`config.mk`:
```
export PLATFORM = sky130hd
export DESIGN_NAME = decode_run_sequencer
export DESIGN_NICKNAME = d
export VERILOG_FILES = /design/src/rtl/decode_run_sequencer.sv
export SDC_FILE = /design/constraint.sdc
export NUM_CORES = 1
export LEC_CHECK = 0
export BUFFER_PORTS_ARGS = -buffer_cell sky130_fd_sc_hd__buf_2
export CORE_ASPECT_RATIO = 0.8
export CORE_UTILIZATION = 45
export CTS_CLUSTER_SIZE = 10
export DETAILED_ROUTE_END_ITERATION = 8
export MAX_ROUTING_LAYER = met4
export PLACE_DENSITY = 0.69
export SYNTH_ARGS = -nofsm -noshare
export SYNTH_HDL_FRONTEND = slang
export SYNTH_SLANG_ARGS = --single-unit
```
`constraint.sdc`:
```
create_clock -name clk -period 3.9 [get_ports clk]
set_clock_uncertainty 0.1 [all_clocks]
set_input_delay 0 -clock clk [delete_from_list [all_inputs] [get_ports clk]]
set_output_delay 0 -clock clk [all_outputs]
set_load 0.02 [all_outputs]
```
`src/rtl/decode_run_sequencer.sv`:
```
// decode_run_sequencer: runs one decode of the generated decoder datapath.
// Captures a syndrome, clears and loads the decoder, steps it until it
// converges or the cycle budget runs out, then reports cycle count and
// timeout through a ready/valid result port. Keeps a saturating run count.
module decode_run_sequencer #(
  parameter int SYNDROME_WIDTH = 64,
  parameter int TIMEOUT_CYCLES = 1024,
  parameter int CNT_WIDTH      = 32
) (
  input  logic                      clk,
  input  logic                      reset,
  input  logic                      syn_valid,
  output logic                      syn_ready,
  input  logic [SYNDROME_WIDTH-1:0] syn_data,
  output logic                      dec_clear,
  output logic                      dec_load,
  output logic [SYNDROME_WIDTH-1:0] dec_syndrome,
  output logic                      dec_step,
  input  logic                      dec_converged,
  output logic                      res_valid,
  input  logic                      res_ready,
  output logic [CNT_WIDTH-1:0]      res_cycles,
  output logic                      res_timeout,
  output logic [CNT_WIDTH-1:0]      total_runs,
  output logic                      busy
);

  typedef enum logic [2:0] {IDLE, CLEAR, LOAD, RUN, REPORT} state_t;

  state_t                    state, state_nxt;
  logic [SYNDROME_WIDTH-1:0] syn_q;
  logic [CNT_WIDTH-1:0]      cyc_cnt;
  logic [CNT_WIDTH-1:0]      runs;
  logic                      tmo_q;

  logic accept, syn_zero, last_cycle, res_hs;

  assign accept     = (state == IDLE) && syn_valid;
  assign syn_zero   = (syn_data == '0);
  // cyc_cnt holds (RUN cycle number - 1) during RUN
  assign last_cycle = (cyc_cnt == CNT_WIDTH'(TIMEOUT_CYCLES - 1));
  assign res_hs     = (state == REPORT) && res_ready;

  // State register
  always_ff @(posedge clk or negedge reset) begin
    if (!reset) state <= IDLE;
    else        state <= state_nxt;
  end

  // Next-state decode; convergence takes priority over timeout
  always_comb begin
    state_nxt = state;
    case (state)
      IDLE:    if (accept) state_nxt = syn_zero ? REPORT : CLEAR;
      CLEAR:   state_nxt = LOAD;
      LOAD:    state_nxt = RUN;
      RUN:     if (dec_converged || last_cycle) state_nxt = REPORT;
      REPORT:  if (res_ready) state_nxt = IDLE;
      default: state_nxt = IDLE;
    endcase
  end

  // Syndrome capture, RUN cycle counter, timeout flag and run counter
  always_ff @(posedge clk or negedge reset) begin
    if (!reset) begin
      syn_q   <= '0;
      cyc_cnt <= '0;
      tmo_q   <= 1'b0;
      runs    <= '0;
    end else begin
      if (accept) begin
        syn_q <= syn_data;
        if (syn_zero) begin
          cyc_cnt <= '0;
          tmo_q   <= 1'b0;
        end
      end
      if (state == LOAD) begin
        cyc_cnt <= '0;
        tmo_q   <= 1'b0;
      end
      if (state == RUN) begin
        cyc_cnt <= cyc_cnt + CNT_WIDTH'(1);
        if (!dec_converged && last_cycle) tmo_q <= 1'b1;
      end
      if (res_hs && (runs != '1)) runs <= runs + CNT_WIDTH'(1);
    end
  end

  // Outputs decoded from registered state and datapath registers
  always_comb begin
    syn_ready = (state == IDLE);
    dec_clear = (state == CLEAR);
    dec_load  = (state == LOAD);
    dec_step  = (state == RUN);
    res_valid = (state == REPORT);
    busy      = (state != IDLE);
  end

  assign dec_syndrome = syn_q;
  assign res_cycles   = cyc_cnt;
  assign res_timeout  = tmo_q;
  assign total_runs   = runs;

endmodule

```
# Word-level counts from Yosys, hierarchy flattened
# Index checks and enable logic that the tools add are counted.
# totals
register_bits,132
output_inout_bits,135
wordCells,43
input_bits,69
# classes
n_reduce_logical,13
muxes,14
n_eq_ne,9
addsub,2
# ops
op,n
2-to-1 mux 32 bit,4
adder 32 x 1 -> 32 bit (second input constant),2
zero test 64 bit,1
== test 32 x 10 -> 1 bit (second input constant),1
inequality test 32 bit (second input constant),1
case mux 3 bit (5 select lines),1
2-to-1 mux 3 bit,4
nonzero test 3 bit,3
== test 3 x 2 -> 1 bit (second input constant),2
inequality test 2 x 1 -> 1 bit (second input constant),3
2-to-1 mux 1 bit,5
logical AND 1 bit,4
== test 3 x 1 -> 1 bit (second input constant),1
== test 3 bit (second input constant),1
zero test 3 bit,1
AND reduction 3 bit,1
AND reduction 2 bit,1
zero test 1 bit,1
logical OR 1 bit,1

# Logic depth before layout (Yosys ltp)
# depth
word_depth,6
mapped_depth,8
mapped_depth_nobuf,6

# Worst setup path before layout
# OpenSTA, ideal clock, no wires.
# synth_timing
path_type,flip-flop to flip-flop
startpoint,register state[1]
endpoint,"register syn_q[11], in the netlist dec_syndrome[11]"
path_stages_with_launch,7
setup_time_ps,125
required_time_ps,3675
n_path_buf,3
t_arrival_ps,2029
path_slack_ps,1647
synth_period_minus_slack_ps,2253
path_cell_list,dfrtp_1 buf_2 nor3_1 nand2_1 buf_2 buf_2 mux2_2
# synth_between
elab_chain_len,2
# synth_rtl
element,line_no,source
start: declaration,30,"state_t state, state_nxt;"
start signal: assignment,47,else state <= state_nxt;
zero test 3 bit,--,
named net syn_ready,13,"output logic syn_ready,"
logical AND 1 bit,38,assign accept = (state == IDLE) && syn_valid;
end signal: assignment,72,syn_q <= syn_data;
end: declaration,31,logic [SYNDROME_WIDTH-1:0] syn_q;
# The timed path passes the listed nets, and every way through them passes these cells.
# A chain may end at the register's enable or synchronous reset.

# Final worst setup path
# layout_timing
startpoint,register state[0]
endpoint,register state[2]
# layout_between
elab_chain_len,4
word_cells_on_any_way,11
classes_between,eq/ne: 7; mux: 1; reduce/logical: 3
# layout_rtl
element,line_no
zero test 3 bit,"38, 53"
logical AND 1 bit,38
inequality test 2 x 1 -> 1 bit (no source line),--
AND reduction 3 bit (no source line),--
# Parallel ways exist; a longest one is shown, timed or not.

==> impl_metrics.tcl <==
set metrics [dict create \
    grt.total_usage_pct 27.3 \
    p_leak_uw 0.00409 \
    grt_max_degree 79 \
    period_share_pct 71.5 \
    drtPass1Iterations 4 \
    ant_nets 0 \
    syn_area_mm2 0.00622 \
    max_slew_margin_pct 33.6 \
    cap_viol_max_count 0 \
    crit_required_ns 4.09 \
    regArea_mm2 0.00330 \
    synth_top_flop_cell "dfrtp_1" \
    rows 38 \
    cts.sinks 132 \
    grt_pass1_vias 5621 \
    numCtsBuffers 17 \
    placed_cells 926 \
    synth.avg_cell_area_um2 11.1 \
    yosysTopAreaCellShare_pct 53.1 \
    n_fill_cell 1083 \
    ys_ff_latch 132 \
    min_path_type "input port to asynchronous set/reset pin" \
    worstSetupEndpointType "flip-flop" \
    async_reset_ff_share_pct 100 \
    power_density_mw_per_mm2 659 \
    core-area_mm2 0.0135 \
    critPathKind "flip-flop to flip-flop" \
    post-cts-setup-buffer-count 0 \
    vias 5692 \
    r2r_setup_slack_ns 1.11 \
    worst_pin_slew_ns 0.996 \
    clkTransAtPathRegs_ns 0.06 \
    final_cells 1030 \
    setup_viol 0 \
    cts_tree "done" \
    yosys-top-cells-count "dfrtp_1, mux2_2, nor2_1, nand2_1, nand4_1" \
    clock.fmax_mhz 359 \
    hpwl_um 12100 \
    clock_path_buffers 2 \
    status "complete, no violations" \
    period_needed_ns 2.79 \
    post-place-ws_ns 1.33 \
    synth-seq-area-share_pct 53.1 \
    slowest_delay_ns 0.67 \
    final_nets 905 \
    gp_congestion 0.932 \
    worstPathCellList "nand3b_1, nor2_1, o21ai_0, o211ai_1, o32ai_1, dlygate4sd3_1" \
    dieArea_mm2 0.0143 \
    htreeDepth 4 \
    synthCells 562 \
    crit_path_start_kind "flip-flop" \
    start_util_pct 46.1 \
    yosys-top-cells-area "dfrtp_1, mux2_2, xnor2_1" \
    drive_gt1_share_pct 37.1 \
    routed_via_density 5.53 \
    hold_violations 0 \
    wire_per_inst_um 17.8 \
    drt_iter0_drc 394 \
    slew_viol_final 0 \
    synth-edff-count 0 \
    cp_slowest_cell "dfrtp_1" \
    peakVddDrop_mv 0.476 \
    die_w_um 133 \
    yosysWarningCount 0 \
    syn-num-nets 633 \
    yosys.area.top_type "dfrtp_1" \
    area_growth_syn_to_layout_pct 40.0 \
    grt_overflow 0 \
    cts_root_buffer "clkbuf_16" \
    route.detailed.drc 0 \
    ctsResizeCount 0 \
    antenna_found_initial 3 \
    yosysMostFrequentCell "dfrtp_1" \
    grt_pass1_wl_um 29100 \
    arrival_ns 2.98 \
    die_h_um 107 \
    placement.io_buffers 203 \
    io_pins 204 \
    total_power_uw 5740 \
    crit_buf_inv 1 \
    multi_input_area_mm2 0.00277 \
    wl_um 18300 \
    clock_latency_ns 0.42 \
    whs_ns 0.169 \
    cp_max_fo 15 \
    worst_slack_ns 1.11 \
    tns_ns 0 \
    path_delay_family "simple AND/OR/NAND/NOR gates" \
    rsz0062_at_grt "false" \
    ys_types 52 \
]
where the power goes:
group	internal, uW	leakage (uW)	total [uW]	switching (uW)
logic	820	0.00213	2040	1220
registers	1770	0.00168	2070	295
clock network	1040	0.000284	1630	597
worst paths after layout:
check,cells past startpoint,endpoint,startpoint
worst max-delay path,6,state[2]$_DFFE_PN0P_,state[0]$_DFFE_PN0P_
worst min-delay path,2,dec_syndrome[4]$_DFFE_PN0P_,reset
worst max register to register,6,state[2]$_DFFE_PN0P_,state[0]$_DFFE_PN0P_
worst min register to register,1,dec_syndrome[20]$_DFFE_PN0P_,dec_syndrome[20]$_DFFE_PN0P_
max in group asynchronous,3,res_cycles[30]$_DFFE_PN0P_,reset
min in group clk,3,dec_syndrome[30]$_DFFE_PN0P_,syn_data[30]
placed cells by master (no fill, tap or decap), drive strengths merged, types with 18 or more instances in the layout:
cell type    count
buf            206
clkbuf          20
dfrtp          132
dlygate4sd3     69
mux2            65
nand2           35
nand3           30
nand4           32
nor2            43
nor3            18
nor4            26
xnor2           25
kinds of logic (layout without fill, tap and decap cells):
group	Yosys count	count (layout)	share of synthesized area [%]
AO/OA/AOI/OAI	51	51	5.53
flip-flops	132	132	53.1
other	0	3	0
adder cells (fa/ha/maj)	2	2	0.402
AND/OR/NAND/NOR	229	229	20.0
XOR/XNOR	39	39	5.49
buffers and inverters	36	321	2.45
multiplexers	73	73	13.1
metal layers:
layer	vias to the layer above	GRT usage, %	wire (um)
li1	2611	-	-
met1	2763	34.0	7760
met2	258	42.0	8770
met3	60	6.90	1120
met4	0	12.9	637
met5	-	-	0
worst register-to-register path: stages (launching register included):
cell and delay, ns:
dfrtp_1 0.67, nand3b_1 0.57, nor2_1 0.29, o21ai_0 0.21, o211ai_1 0.15, o32ai_1 0.11
dlygate4sd3_1 0.57
layout make-up:
type	count	area share (%)
Sequential cell	132	37.9
Multi-Input combinational cell	394	31.8
Timing Repair Buffer	275	20.0
Clock buffer	20	5.24
Tap cell	180	2.58
Clock inverter	12	1.78
Inverter	14	0.603
Antenna cell	3	0.0862
metrics by stage:
| stage | area, um^2 | util [%] |
|---|---|---|
| after floorplan | 6220 | - |
| after global placement | 7400 | 54.8 |
| after detailed placement | 7400 | 54.8 |
| after CTS | 8710 | 64.5 |
| after global routing | 8710 | 64.5 |
| final | 8710 | 64.5 |
repair_timing:
item	CTS	global route
endpoints found under the setup margin	0	0
endpoints found under the hold margin	148	0
hold buffers	69	0
registers in the layout (all words and copies together), names as in the netlist:
signal,cells
state,3
res_timeout,1
res_cycles,32
total_runs,32
dec_syndrome,64
No activity file was read; power rests on OpenSTA's default activity.
